--- config.mk ---
export PLATFORM = sky130hd
export DESIGN_NAME = bram_be_requester_flat
export DESIGN_NICKNAME = d
export VERILOG_FILES = /design/src/rtl/bram_be_requester_pkg.sv /design/src/rtl/bram_be_requester_if.sv /design/src/rtl/bram_be_requester_resp_fifo2.sv /design/src/rtl/bram_be_requester.sv /design/src/flat_wrapper.sv
export SDC_FILE = /design/constraint.sdc
export NUM_CORES = 1
export LEC_CHECK = 0
export CAP_MARGIN = 15
export CORE_ASPECT_RATIO = 1.75
export CORE_MARGIN = 2
export CORE_UTILIZATION = 25
export CTS_CLUSTER_SIZE = 10
export DETAILED_ROUTE_END_ITERATION = 10
export DONT_BUFFER_PORTS = 1
export PLACE_DENSITY = 0.48
export SLEW_MARGIN = 20
export SYNTH_ARGS = -nofsm -noshare
export SYNTH_HDL_FRONTEND = slang
export SYNTH_SLANG_ARGS = --single-unit
--- constraint.sdc ---
create_clock -name CLK -period 3.8 [get_ports CLK]
set_input_delay 0.38 -clock CLK [delete_from_list [all_inputs] [get_ports CLK]]
set_output_delay 0.38 -clock CLK [all_outputs]
set_load 0.03 [all_outputs]
--- src/rtl/bram_be_requester_pkg.sv ---
// Shared types and byte-lane helpers for the byte-enabled BRAM requester.
// Lane arithmetic assumes a 32-bit RAM word with four byte lanes.
package bram_be_requester_pkg;

  localparam int unsigned WORD_W = 32;
  localparam int unsigned LANES  = WORD_W / 8;

  typedef enum logic [1:0] {
    SZ_BYTE = 2'd0,
    SZ_HALF = 2'd1,
    SZ_WORD = 2'd2,
    SZ_ILL  = 2'd3
  } size_e;

  typedef struct packed {
    logic [1:0] offset;
    size_e      size;
    logic       sgn;
    logic       err;
    logic       is_store;
  } inflight_t;

  typedef struct packed {
    logic [WORD_W-1:0] data;
    logic              err;
  } rsp_t;

  function automatic logic misaligned(size_e size, logic [1:0] offset);
    case (size)
      SZ_BYTE: return 1'b0;
      SZ_HALF: return offset[0];
      SZ_WORD: return (offset != 2'd0);
      default: return 1'b1;
    endcase
  endfunction

  function automatic logic [LANES-1:0] be_mask(size_e size, logic [1:0] offset);
    logic [LANES-1:0] base;
    case (size)
      SZ_BYTE: base = 4'b0001;
      SZ_HALF: base = 4'b0011;
      SZ_WORD: base = 4'b1111;
      default: base = 4'b0000;
    endcase
    return base << offset;
  endfunction

  // Right-aligned store data is copied into every lane so the byte enables alone pick the target.
  function automatic logic [WORD_W-1:0] replicate(size_e size, logic [WORD_W-1:0] data);
    case (size)
      SZ_BYTE: return {4{data[7:0]}};
      SZ_HALF: return {2{data[15:0]}};
      default: return data;
    endcase
  endfunction

  function automatic logic [WORD_W-1:0] extend(logic [WORD_W-1:0] word, logic [1:0] offset,
                                               size_e size, logic sgn);
    logic [WORD_W-1:0] lane;
    lane = word >> {offset, 3'b000};
    case (size)
      SZ_BYTE: return {{24{sgn & lane[7]}}, lane[7:0]};
      SZ_HALF: return {{16{sgn & lane[15]}}, lane[15:0]};
      SZ_WORD: return lane;
      default: return '0;
    endcase
  endfunction

endpackage

--- src/rtl/bram_be_requester_if.sv ---
// Request, response and RAM-port signals of the BRAM requester.
// slave is the requester's view; master is the core/RAM side driving requests and ram_do.
interface bram_be_requester_if #(
  parameter int ADDR_WIDTH = 10,
  parameter int DATA_WIDTH = 32
);
  localparam int BE_WIDTH = DATA_WIDTH / 8;

  logic                  req_valid;
  logic                  req_ready;
  logic                  req_write;
  logic [ADDR_WIDTH+1:0] req_addr;
  logic [1:0]            req_size;
  logic                  req_signed;
  logic [DATA_WIDTH-1:0] req_data;

  logic                  rsp_valid;
  logic                  rsp_ready;
  logic [DATA_WIDTH-1:0] rsp_data;
  logic                  rsp_err;
  logic                  store_err;

  logic [DATA_WIDTH-1:0] ram_di;
  logic [ADDR_WIDTH-1:0] ram_addr;
  logic                  ram_we;
  logic                  ram_re;
  logic [BE_WIDTH-1:0]   ram_be;
  logic [DATA_WIDTH-1:0] ram_do;

  modport slave (
    input  req_valid, req_write, req_addr, req_size, req_signed, req_data,
    input  rsp_ready, ram_do,
    output req_ready, rsp_valid, rsp_data, rsp_err, store_err,
    output ram_di, ram_addr, ram_we, ram_re, ram_be
  );

  modport master (
    output req_valid, req_write, req_addr, req_size, req_signed, req_data,
    output rsp_ready, ram_do,
    input  req_ready, rsp_valid, rsp_data, rsp_err, store_err,
    input  ram_di, ram_addr, ram_we, ram_re, ram_be
  );

endinterface

--- src/rtl/bram_be_requester_resp_fifo2.sv ---
// Two-entry response FIFO that falls through when empty, so a push shows on o_vld the same cycle.
// Pushing while full is unguarded: the requester's credit accounting never lets it happen.
module resp_fifo2
  import bram_be_requester_pkg::*;
(
  input  logic       CLK,
  input  logic       RESET,
  input  logic       i_push,
  input  rsp_t       i_dat,
  input  logic       i_rdy,
  output logic       o_vld,
  output rsp_t       o_dat,
  output logic [1:0] o_count
);

  rsp_t       r_mem [2];
  logic       r_wr_ptr;
  logic       r_rd_ptr;
  logic [1:0] r_count;

  logic w_empty;
  logic w_pop;
  logic w_wr;
  logic w_rd;

  assign w_empty = (r_count == 2'd0);
  assign o_vld   = !w_empty || i_push;
  assign o_dat   = w_empty ? i_dat : r_mem[r_rd_ptr];
  assign w_pop   = o_vld && i_rdy;
  // An entry consumed straight off the bypass never touches storage.
  assign w_wr    = i_push && !(w_empty && i_rdy);
  assign w_rd    = w_pop && !w_empty;
  assign o_count = r_count;

  always_ff @(posedge CLK) begin
    if (RESET) begin
      r_wr_ptr <= 1'b0;
      r_rd_ptr <= 1'b0;
      r_count  <= 2'd0;
    end else begin
      if (w_wr) begin
        r_mem[r_wr_ptr] <= i_dat;
        r_wr_ptr        <= !r_wr_ptr;
      end
      if (w_rd) begin
        r_rd_ptr <= !r_rd_ptr;
      end
      r_count <= r_count + {1'b0, w_wr} - {1'b0, w_rd};
    end
  end

endmodule

--- src/rtl/bram_be_requester.sv ---
// Byte-enabled BRAM requester: combinational RAM issue on fire, load response one cycle later via a 2-entry FIFO.
// req_ready drops once two responses are outstanding; STORE_ACK_EN makes stores return responses under the same credit.
module bram_be_requester
  import bram_be_requester_pkg::*;
#(
  parameter int ADDR_WIDTH = 10,
  parameter int DATA_WIDTH = 32
) (
  input  logic              CLK,
  input  logic              RESET,
  bram_be_requester_if.slave bus
);

  localparam int BE_WIDTH = DATA_WIDTH / 8;

  size_e                 w_size;
  logic [1:0]            w_offset;
  logic                  w_misal;
  logic [1:0]            w_fifo_count;
  logic [1:0]            w_outstanding;
  logic                  w_credit_ok;
  logic                  w_ready;
  logic                  w_fire;
  logic                  w_st_fire;
  logic                  w_ld_fire;
  logic                  w_track;
  logic                  w_we;
  logic                  w_re;
  logic [BE_WIDTH-1:0]   w_be;
  logic [DATA_WIDTH-1:0] w_di;
  logic [ADDR_WIDTH-1:0] w_addr;
  logic                  w_push;
  rsp_t                  w_push_dat;
  logic                  w_rsp_rdy;
  logic                  w_fifo_vld;
  rsp_t                  w_head;
  logic                  w_rsp_vld;

  inflight_t r_inflight;
  logic      r_inflight_vld;
  logic      r_store_err;

  assign w_size   = size_e'(bus.req_size);
  assign w_offset = bus.req_addr[1:0];
  assign w_misal  = misaligned(w_size, w_offset);

  // The in-flight slot counts as outstanding, so the FIFO can never be pushed while full.
  assign w_outstanding = w_fifo_count + {1'b0, r_inflight_vld};
  assign w_credit_ok   = (w_outstanding < 2'd2);

`ifdef STORE_ACK_EN
  assign w_ready = !RESET && w_credit_ok;
  assign w_track = w_fire;
`else
  assign w_ready = !RESET && (bus.req_write || w_credit_ok);
  assign w_track = w_ld_fire;
`endif

  assign w_fire    = bus.req_valid && w_ready;
  assign w_st_fire = w_fire && bus.req_write;
  assign w_ld_fire = w_fire && !bus.req_write;

  assign w_we   = w_st_fire && !w_misal;
  assign w_re   = w_ld_fire && !w_misal;
  assign w_be   = w_we ? be_mask(w_size, w_offset) : '0;
  assign w_di   = w_we ? replicate(w_size, bus.req_data) : '0;
  assign w_addr = (w_we || w_re) ? bus.req_addr[ADDR_WIDTH+1:2] : '0;

  assign bus.req_ready = w_ready;
  assign bus.ram_we    = w_we;
  assign bus.ram_re    = w_re;
  assign bus.ram_be    = w_be;
  assign bus.ram_di    = w_di;
  assign bus.ram_addr  = w_addr;

  always_ff @(posedge CLK) begin
    if (RESET) begin
      r_inflight_vld <= 1'b0;
      r_inflight     <= '0;
      r_store_err    <= 1'b0;
    end else begin
      r_inflight_vld <= w_track;
      if (w_track) begin
        r_inflight <= '{offset:   w_offset,
                        size:     w_size,
                        sgn:      bus.req_signed,
                        err:      w_misal,
                        is_store: bus.req_write};
      end
      r_store_err <= w_st_fire && w_misal;
    end
  end

  // ram_do is only meaningful for an aligned load; errored and store entries return zero data.
  always_comb begin
    w_push_dat     = '0;
    w_push_dat.err = r_inflight.err;
    if (!r_inflight.err && !r_inflight.is_store) begin
      w_push_dat.data = extend(bus.ram_do, r_inflight.offset, r_inflight.size, r_inflight.sgn);
    end
  end

  assign w_push    = r_inflight_vld && !RESET;
  assign w_rsp_rdy = bus.rsp_ready && !RESET;

  resp_fifo2 u_resp_fifo (
    .CLK     (CLK),
    .RESET   (RESET),
    .i_push  (w_push),
    .i_dat   (w_push_dat),
    .i_rdy   (w_rsp_rdy),
    .o_vld   (w_fifo_vld),
    .o_dat   (w_head),
    .o_count (w_fifo_count)
  );

  assign w_rsp_vld     = w_fifo_vld && !RESET;
  assign bus.rsp_valid = w_rsp_vld;
  assign bus.rsp_data  = w_rsp_vld ? w_head.data : '0;
  assign bus.rsp_err   = w_rsp_vld && w_head.err;
  assign bus.store_err = r_store_err && !RESET;

endmodule

--- src/flat_wrapper.sv ---
// flat-port wrapper written by rule: the top's interface ports become plain ports
module bram_be_requester_flat import bram_be_requester_pkg::*;
#(
  parameter int ADDR_WIDTH = 10,
  parameter int DATA_WIDTH = 32
)
  (CLK, RESET, bus_req_valid, bus_req_write, bus_req_addr, bus_req_size, bus_req_signed, bus_req_data, bus_rsp_ready, bus_ram_do, bus_req_ready, bus_rsp_valid, bus_rsp_data, bus_rsp_err, bus_store_err, bus_ram_di, bus_ram_addr, bus_ram_we, bus_ram_re, bus_ram_be);
  bram_be_requester_if #(.ADDR_WIDTH(ADDR_WIDTH), .DATA_WIDTH(DATA_WIDTH)) bus_i ();
  input  logic CLK;
  input  logic RESET;
  input wire logic [$bits(bus_i.req_valid)-1:0] bus_req_valid;
  input wire logic [$bits(bus_i.req_write)-1:0] bus_req_write;
  input wire logic [$bits(bus_i.req_addr)-1:0] bus_req_addr;
  input wire logic [$bits(bus_i.req_size)-1:0] bus_req_size;
  input wire logic [$bits(bus_i.req_signed)-1:0] bus_req_signed;
  input wire logic [$bits(bus_i.req_data)-1:0] bus_req_data;
  input wire logic [$bits(bus_i.rsp_ready)-1:0] bus_rsp_ready;
  input wire logic [$bits(bus_i.ram_do)-1:0] bus_ram_do;
  output wire logic [$bits(bus_i.req_ready)-1:0] bus_req_ready;
  output wire logic [$bits(bus_i.rsp_valid)-1:0] bus_rsp_valid;
  output wire logic [$bits(bus_i.rsp_data)-1:0] bus_rsp_data;
  output wire logic [$bits(bus_i.rsp_err)-1:0] bus_rsp_err;
  output wire logic [$bits(bus_i.store_err)-1:0] bus_store_err;
  output wire logic [$bits(bus_i.ram_di)-1:0] bus_ram_di;
  output wire logic [$bits(bus_i.ram_addr)-1:0] bus_ram_addr;
  output wire logic [$bits(bus_i.ram_we)-1:0] bus_ram_we;
  output wire logic [$bits(bus_i.ram_re)-1:0] bus_ram_re;
  output wire logic [$bits(bus_i.ram_be)-1:0] bus_ram_be;
  assign bus_i.req_valid = bus_req_valid;
  assign bus_i.req_write = bus_req_write;
  assign bus_i.req_addr = bus_req_addr;
  assign bus_i.req_size = bus_req_size;
  assign bus_i.req_signed = bus_req_signed;
  assign bus_i.req_data = bus_req_data;
  assign bus_i.rsp_ready = bus_rsp_ready;
  assign bus_i.ram_do = bus_ram_do;
  assign bus_req_ready = bus_i.req_ready;
  assign bus_rsp_valid = bus_i.rsp_valid;
  assign bus_rsp_data = bus_i.rsp_data;
  assign bus_rsp_err = bus_i.rsp_err;
  assign bus_store_err = bus_i.store_err;
  assign bus_ram_di = bus_i.ram_di;
  assign bus_ram_addr = bus_i.ram_addr;
  assign bus_ram_we = bus_i.ram_we;
  assign bus_ram_re = bus_i.ram_re;
  assign bus_ram_be = bus_i.ram_be;
  bram_be_requester #(.ADDR_WIDTH(ADDR_WIDTH), .DATA_WIDTH(DATA_WIDTH)) u_core (.CLK(CLK), .RESET(RESET), .bus(bus_i));
endmodule
==> results of run 1 <==
[flip-flops by register name (all words and copies together), names as in the netlist, named ones only]
signal	cells
u_core.r_store_err	1
u_core.u_resp_fifo.r_rd_ptr	1
u_core.u_resp_fifo.o_count	2
u_core.u_resp_fifo.r_wr_ptr	1
u_core.r_inflight	7
u_core.r_inflight_vld	1
u_core.u_resp_fifo.r_mem	66
[logic make-up (layout without fill, tap and decap cells)]
kind of cell | Yosys count | in the layout | share of synthesized area
adder cells (fa/ha/maj) | 7 | 7 | 0.0179
AO/OA/AOI/OAI | 124 | 124 | 0.167
buffers and inverters | 49 | 62 | 0.0429
AND/OR/NAND/NOR | 178 | 178 | 0.177
flip-flops | 80 | 80 | 0.462
XOR/XNOR | 6 | 6 | 0.0107
multiplexers | 57 | 57 | 0.123
[critical path, stage by stage, from the launching register on]
cell and delay [ns]:
dfxtp_1 0.56, buf_4 0.44, mux2i_1 0.23, a211oi_1 0.73, o21a_1 0.38
[layout by cell type (no fill, tap or decap), types with 3 or more instances in the layout]
cell type  count
nand2_1       89
edfxtp_1      66
mux2i_1       39
buf_4         36
a21oi_1       33
a31oi_1       24
nor2_1        23
and2_1        19
a211oi_1      19
o21ai_0       18
mux2_2        17
dfxtp_1       14
nor2b_1       12
inv_1          9
clkbuf_16      9
or3_1          8
o21a_1         7
ha_1           7
o2bb2ai_1      6
o311ai_1       6
nor3b_1        4
nand2b_1       3
nor3_1         3
xnor2_1        3
a211o_1        3
xor2_1         3
[worst max path at each step]
| stage | startpoint | endpoint | slack, ns |
|---|---|---|---|
| 6_report | u_core.r_inflight[5] | bus_rsp_data[1] | 0.72 |
| 4_1_cts | u_core.r_inflight[5] | bus_rsp_data[1] | 0.74 |
| 2_1_floorplan | RESET | u_core.u_resp_fifo.r_mem[0][0] | 0.97 |
| 3_3_place_gp | bus_req_size[1] | bus_ram_di[3] | 0.87 |
| 5_1_grt | bus_req_size[1] | bus_ram_di[3] | 0.54 |
| 3_5_place_dp | bus_req_size[1] | bus_ram_di[7] | 0.75 |
[routing by layer]
| layer | global-route usage | wire length [µm] | up-vias |
|---|---|---|---|
| li1 | - | - | 1844 |
| met2 | 0.270 | 7960 | 212 |
| met4 | 0.0876 | 743 | 0 |
| met3 | 0.0341 | 1190 | 38 |
| met1 | 0.135 | 5270 | 1828 |
| met5 | 0 | 0 | - |
[layout make-up]
cell class,count,area [µm²]
fillers,2009,13600
multi-input cells,372,2430
inverters,10,37.5
repair buffers,36,270
flip-flops and latches,80,2260
clock inverters,3,16.3
clock buffers,13,260
well taps,241,302
[report_power, final]
| group | leakage [nW] | switching [mW] | internal, mW | total (mW) |
|---|---|---|---|---|
| Sequential | 0.756 | 0.00996 | 0.963 | 0.973 |
| Clock | 0.140 | 0.334 | 0.477 | 0.811 |
| Combinational | 1.10 | 0.229 | 0.101 | 0.329 |
| Total | 2.00 | 0.573 | 1.54 | 2.11 |
[per-stage QoR]
step                hold WS (ns)  utilization  setup slack (ns)  instances
finish                     0.117        0.291             0.725        755
global route              0.0998        0.291             0.541        755
CTS                        0.104        0.291             0.736        755
detailed placement         0.466        0.276             0.751        739
global placement           0.465        0.276             0.865        739
floorplan                  0.472            -             0.968        501
==> results_dict.tcl, run 1 <==
set metrics [dict create \
    synth_area_mm2 0.00490 \
    cp.required_ns 3.42 \
    grt_pass1_vias 4021 \
    grt_pass1_wl_mm 22.2 \
    status "completed" \
    die_w_um 110 \
    wirelength_mm 15.2 \
    ir_drop_mv 0.201 \
    yosysMostFrequentCell "nand2_1" \
    ys_seq_elements 80 \
    gp_routability_congestion 0.966 \
    drc 0 \
    slew_violations 0 \
    design_area_mm2 0.00558 \
    worstHoldPathCells 1 \
    cts.repair.resized 0 \
    syn_inst 501 \
    port_buffers 0 \
    cts_max_level 3 \
    rsz0062_at_grt "false" \
    syn_to_final_growth_pct 13.9 \
    synth.area.top_cells "edfxtp_1 (40%), mux2i_1 (8.0%), nand2_1 (6.8%)" \
    coreArea_mm2 0.0192 \
    holdBufCountCts 0 \
    n_antenna_cell 0 \
    r2r_slack_ns 1.51 \
    relSlewSlack 0.321 \
    yosys_warnings 0 \
    fin_crit_sh 0.809 \
    synthFlopType "edfxtp_1" \
    hold_viol_final 0 \
    p_leak_nw 2.00 \
    final-setup-viol-count 0 \
    cts_tree "yes" \
    post_drt_wl_per_cell_um 20.1 \
    numCtsBuffers 9 \
    synth_nets 592 \
    yosysTopAreaCell "edfxtp_1" \
    fin_nets 600 \
    cts-root-buf "clkbuf_16" \
    synth_edf_count 66 \
    yosysTopAreaCellShare 0.404 \
    grt.total_usage 0.144 \
    cts_buffer_depth 2 \
    clock_sinks 80 \
    drt_iter0_drc 152 \
    row_count 67 \
    drtPass1Iterations 4 \
    place_area_mm2 0.00531 \
    power_mw 2.11 \
    overflow 0 \
    vias_per_cell 5.19 \
    holdCritStartpoint "RESET" \
    min_to "u_core.r_inflight[6]" \
    maxCapViolations 0 \
    synth_commonest_cells "nand2_1 (89), edfxtp_1 (66), mux2i_1 (39)" \
    async_flop_share 0 \
    vias 3922 \
    antenna_found_initial 0 \
    final.setup_skew_ns 0.00692 \
    grt_max_degree 43 \
    die-area_mm2 0.0208 \
    critical_path_class "reg -> out" \
    fin_tns_setup_ns 0 \
    worst_pin_slew_ns 1.01 \
    post_cts_buffers 0 \
    syn_avg_cell_area_um2 9.78 \
    initial_utilization 0.255 \
    crit_arrival_ns 2.70 \
    cellPowerDensity_mw_per_mm2 379 \
    clk_pin_slew_ns 0.06 \
    ys_seq_area_frac 0.462 \
    startpoint_type "register" \
    r2r_end "u_core.u_resp_fifo.r_mem[1][2]" \
    reg2regPathDepth 3 \
    min_period_ns 3.08 \
    place.detailed.hpwl_mm 11.6 \
    max_freq_mhz 325 \
    dieHeight_um 189 \
    clock_latency_ns 0.34 \
    ioPinCount 168 \
    drive_above_1_share 0.152 \
    synth_cell_types 47 \
    cp-end-kind "primary output" \
    drt.antenna.violating_nets 0 \
    cp_max_fo 30 \
    timing.rr.start "u_core.r_inflight[5]" \
    hold_class "in -> reg" \
]
Note: power is estimated with default switching activity, not from simulation.
==> run 2, diff against run 1 <==
clock period = 3.2 ns   (was 3.8 ns; I/O delays follow)
==> results_dict.tcl, run 2 (synthesized netlist as in run 1, its figures left out) <==
set metrics [dict create \
    status "completed" \
    n_antenna_cell 0 \
    cts.repair.resized 0 \
    max_flop_register "u_core.u_resp_fifo.r_mem" \
    multi_input_area_mm2 0.00244 \
    cts_tree "yes" \
    post_drt_wl_per_cell_um 20.4 \
    dieHeight_um 189 \
    vias 3990 \
    worst_pin_slew_ns 0.900 \
    regArea_mm2 0.00226 \
    cellPowerDensity_mw_per_mm2 467 \
    drive_above_1_share 0.170 \
    layout.cells.non_filler 764 \
    port_buffers 0 \
    largest_reg_flops 66 \
    overflow 0 \
    dpl.cell_count 748 \
    combPwrFrac 0.149 \
    drt.antenna.violating_nets 0 \
    rsz0062_at_grt "false" \
    gp_routability_congestion 0.890 \
    r2r_slack_ns 1.06 \
    ioPinCount 168 \
    vias_per_cell 5.22 \
    grt.total_usage 0.147 \
    cts-root-buf "clkbuf_16" \
    final-setup-viol-count 0 \
    antenna_found_initial 0 \
    p_leak_nw 2.06 \
    crit_top_cell "buf_4" \
    cp_max_fo 16 \
    grt_max_degree 43 \
    most-common-layout-cells "nand2_1 (89), edfxtp_1 (66), buf_4 (44), mux2i_1 (39), a21oi_1 (33)" \
    relSlewSlack 0.402 \
    power_mw 2.67 \
    cp_slowest_cell "dfxtp_1" \
    cp.required_ns 2.88 \
    holdCritStartpoint "RESET" \
    max_stage_delay_ns 0.78 \
    fin_nets 609 \
    drtPass1Iterations 4 \
    drt_iter0_drc 208 \
    initial_utilization 0.255 \
    min_period_ns 2.95 \
    wirelength_mm 15.6 \
    crit_family "compound AO/OA/AOI/OAI gates" \
    timing.rr.start "u_core.r_inflight[5]" \
    max_freq_mhz 339 \
    cp_num_buf_inv 2 \
    die-area_mm2 0.0208 \
    crit_arrival_ns 2.63 \
    seq_power_share 0.435 \
    holdBufCountCts 0 \
    setup_slack_ns 0.247 \
    pre_cts_ws_ns 0.707 \
    ir_drop_mv 0.350 \
    cp-end-kind "primary output" \
    maxCapViolations 0 \
    p_int_mw 1.95 \
    power_switching_uw 713 \
    final.setup_skew_ns 0.00853 \
    clk_pin_slew_ns 0.07 \
    whs_ns 0.0502 \
    slew_violations 0 \
    nFillCells 1978 \
    numCtsBuffers 9 \
    clock_latency_ns 0.35 \
    startpoint "u_core.r_inflight[5]" \
    fin_crit_sh 0.923 \
    fin_tns_setup_ns 0 \
    post_cts_buffers 0 \
    pwr-share-clk 0.416 \
    row_count 67 \
    grt_pass1_wl_mm 22.5 \
    place.detailed.hpwl_mm 11.9 \
    p_sw_frac 0.267 \
    coreArea_mm2 0.0192 \
    critical_path_class "reg -> out" \
    grt_pass1_vias 4081 \
    drc 0 \
    die_w_um 110 \
    syn_to_final_growth_pct 16.6 \
    hold_viol_final 0 \
    hold_class "in -> reg" \
    cts_buffer_depth 2 \
    startpoint_type "register" \
    cts_max_level 3 \
    final_common_cell "nand2_1" \
    cp_cell_sequence "buf_4 -> mux2i_1 -> a211oi_1 -> buf_4 -> o21a_1" \
    clock_sinks 80 \
]
==> run 2: power groups by stage <==
| stage | registers, mW | logic, mW | clock network [mW] |
|---|---|---|---|
| 2_1_floorplan | 1.17 | 0.308 | 0 |
| 3_3_place_gp | 1.18 | 0.393 | 0 |
| 3_5_place_dp | 1.18 | 0.399 | 0 |
| 4_1_cts | 1.16 | 0.400 | 1.13 |
| 5_1_grt | 1.16 | 0.428 | 1.17 |
| 6_report | 1.16 | 0.397 | 1.11 |
==> run 2: worst reg2reg max path: cells and delay by family (launching register included) <==
family / cells / cell delay, ns
muxes: 1 / 0.12
buffers and inverters: 1 / 0.31
DFF: 1 / 0.78
AOI/OAI and AO/OA: 1 / 0.64
==> run 2: worst paths after layout <==
check                                         to  cells past startpoint
setup reg to reg  u_core.u_resp_fifo.r_mem[1][4]                      3
setup / recovery                 bus_rsp_data[1]                      5
hold / removal     u_core.u_resp_fifo.o_count[1]                      1
hold reg to reg      u_core.u_resp_fifo.r_rd_ptr                      2
==> run 2: final cells by class <==
class / instances / share of cell area
Clock buffer: 9 / 0.0394
Sequential cell: 80 / 0.396
Timing Repair Buffer: 45 / 0.0613
Multi-Input combinational cell: 372 / 0.427
Inverter: 10 / 0.00657
Clock inverter: 7 / 0.0169
Tap cell: 241 / 0.0528
==> run 2: metrics by stage <==
step                instance area (µm²)  utilization
CTS                                5710        0.298
global placement                   5380        0.280
finish                             5710        0.298
global route                       5710        0.298
detailed placement                 5390        0.281
floorplan                          4900            -
==> run 2: routing by layer <==
metal  track usage  share of wire  up-vias
met1         0.126           0.32     1886
li1              -              -     1858
met5             0              0        -
met3        0.0458          0.090       34
met4        0.0837          0.045        0
met2         0.284           0.54      212
==> run 3, diff against run 2 <==
ABC_AREA = 1   (was unset)
clock period = 3.1 ns   (was 3.2 ns; I/O delays follow)
==> results_dict.tcl, run 3 <==
set metrics [dict create \
    grt_max_degree 42 \
    cp.required_ns 2.79 \
    timing.rr.start "u_core.r_inflight[5]" \
    max_flop_register "u_core.u_resp_fifo.r_mem" \
    vias 4430 \
    power_switching_uw 767 \
    min_period_ns 2.76 \
    fin_nets 780 \
    yosysTopAreaCell "edfxtp_1" \
    p_int_mw 2.07 \
    setup_slack_ns 0.341 \
    layout.cells.non_filler 943 \
    syn_to_final_growth_pct 17.7 \
    row_count 69 \
    critical_path_class "reg -> out" \
    hold_viol_final 0 \
    max_freq_mhz 362 \
    yosysMostFrequentCell "nand2_1" \
    design_area_mm2 0.00609 \
    syn_inst 648 \
    most-common-layout-cells "nand2_1 (142), nor2_1 (77), inv_1 (70), buf_4 (70), edfxtp_1 (66)" \
    p_leak_nw 2.77 \
    startpoint_type "register" \
    crit_arrival_ns 2.45 \
    dpl.cell_count 926 \
    cellPowerDensity_mw_per_mm2 466 \
    cp_slowest_cell "a21oi_1" \
    grt_pass1_vias 4243 \
    worst_pin_slew_ns 0.669 \
    drt.antenna.violating_nets 0 \
    cts-root-buf "clkbuf_16" \
    cts.repair.resized 0 \
    cp-end-kind "primary output" \
    drive_above_1_share 0.199 \
    synth_area_mm2 0.00518 \
    final.setup_skew_ns 0.00346 \
    status "completed" \
    antenna_found_initial 1 \
    synth.area.top_cells "edfxtp_1 (38%), nand2_1 (10%), mux2_2 (7.0%)" \
    synth_cell_types 33 \
    vias_per_cell 4.70 \
    port_buffers 0 \
    ioPinCount 168 \
    place.detailed.hpwl_mm 12.2 \
    cts_max_level 3 \
    ys_seq_area_frac 0.437 \
    syn_avg_cell_area_um2 7.99 \
    wirelength_mm 16.0 \
    maxCapViolations 0 \
    die_w_um 113 \
    drc 0 \
    cts_tree "yes" \
    ir_drop_mv 0.284 \
    final_common_cell "nand2_1" \
    pwr-share-clk 0.411 \
    startpoint "u_core.r_inflight[5]" \
    post_drt_wl_per_cell_um 17.0 \
    coreArea_mm2 0.0203 \
    slew_violations 0 \
    reg2regPathDepth 7 \
    rsz0062_at_grt "false" \
    final-setup-viol-count 0 \
    relSlewSlack 0.556 \
    synth_commonest_cells "nand2_1 (142), nor2_1 (79), inv_1 (70)" \
    clk_pin_slew_ns 0.06 \
    nFillCells 2132 \
    gp_routability_congestion 0.799 \
    post_cts_buffers 0 \
    die-area_mm2 0.0219 \
    p_sw_frac 0.270 \
    r2r_end "u_core.u_resp_fifo.r_mem[0][30]" \
    synthFlopType "edfxtp_1" \
    cp_max_fo 41 \
    seq_power_share 0.422 \
    pre_cts_ws_ns 0.699 \
    worstSetupEndpoint "bus_rsp_data[16]" \
    r2r_slack_ns 1.10 \
    yosysTopAreaCellShare 0.383 \
    clock_latency_ns 0.35 \
    largest_reg_flops 66 \
    combPwrFrac 0.167 \
    yosys_warnings 0 \
    numCtsBuffers 9 \
    drtPass1Iterations 4 \
    grt_pass1_wl_mm 23.7 \
    clock_sinks 80 \
    hold_class "in -> reg" \
    drt_iter0_drc 223 \
    synth_nets 739 \
    initial_utilization 0.255 \
    max_stage_delay_ns 0.53 \
    dieHeight_um 194 \
    fin_crit_sh 0.890 \
    grt.total_usage 0.143 \
    cts_buffer_depth 2 \
    fin_tns_setup_ns 0 \
    place_area_mm2 0.00576 \
    ys_seq_elements 80 \
    synth_edf_count 66 \
    holdBufCountCts 0 \
    overflow 0 \
    cp_cell_sequence "clkinv_4 -> nand2_1 -> nand3_2 -> nand3_2 -> nand3_1 -> nand2_1 -> a21oi_1" \
    async_flop_share 0 \
]
run 3: cell count changes in the layout (fill, tap and decap cells not counted), sizes merged, moves of 15 or more:
cell	change
nand3	+52
nor2	+59
inv	+64
a21oi	+22
mux2	+15
nand2	+53
and2	-19
mux2i	-39
o21ai	+46
a211oi	-18
a31oi	-24
buf	+26
run 3: worst min-delay path by stage:
stage | from | endpoint | slack, ns | depth (start not counted)
floorplan | RESET | u_core.u_resp_fifo.o_count[0] | 0.38 | 1
CTS | RESET | u_core.u_resp_fifo.o_count[0] | 0.02 | 1
global placement | RESET | u_core.u_resp_fifo.o_count[0] | 0.38 | 1
detailed placement | RESET | u_core.u_resp_fifo.o_count[0] | 0.39 | 1
finish | RESET | u_core.u_resp_fifo.o_count[0] | 0.03 | 1
global route | RESET | u_core.u_resp_fifo.o_count[0] | 0.03 | 1
run 3: logic make-up (layout without fill, tap and decap cells):
group / after synthesis / after routing / synth area share
simple gates: 285 / 285 / 0.237
compound gates: 127 / 127 / 0.127
buf+inv: 116 / 162 / 0.111
flops: 80 / 80 / 0.437
mux: 32 / 32 / 0.0696
fa+ha+maj: 7 / 7 / 0.0169
xor+xnor: 1 / 1 / 0.00169
other cells: 0 / 1 / 0
run 3: through the flow:
step / power (mW) / util / hold WS [ns]
final: 2.84 / 0.300 / 0.0305
after global routing: 2.96 / 0.300 / 0.0307
after CTS: 2.88 / 0.300 / 0.0218
after detailed placement: 1.70 / 0.284 / 0.387
after global placement: 1.70 / 0.284 / 0.384
after floorplan: 1.59 / - / 0.381
run 3: metal layers:
layer	global-route usage	share of wire	up-vias
met3	0.0511	0.087	23
met5	0	0	-
met1	0.142	0.35	2036
met4	0.0587	0.027	0
li1	-	-	2221
met2	0.264	0.54	150
run 3: area by class of cell:
cell class | instances | area (µm²) | area share
clock buffers | 13 | 293 | 0.0480
clock inverters | 3 | 43.8 | 0.00719
repair buffers | 71 | 546 | 0.0895
flip-flops and latches | 80 | 2260 | 0.371
inverters | 75 | 289 | 0.0474
well taps | 248 | 310 | 0.0509
multi-input cells | 452 | 2350 | 0.385
diodes | 1 | 2.50 | 0.000411
run 3: worst max-delay path, delay by kind of cell, from the launching register on:
family,cells,cell delay (ns)
buffers and inverters,1,0.24
and+or+nand+nor,5,0.95
DFF,1,0.37
AOI/OAI and AO/OA,1,0.53
run 3: power by group through the flow:
stage	Sequential (mW)	Combinational, mW	Clock (mW)
final	1.20	0.473	1.17
after global routing	1.20	0.530	1.23
after CTS	1.20	0.481	1.20
after detailed placement	1.22	0.478	0
after global placement	1.22	0.480	0
after floorplan	1.22	0.372	0
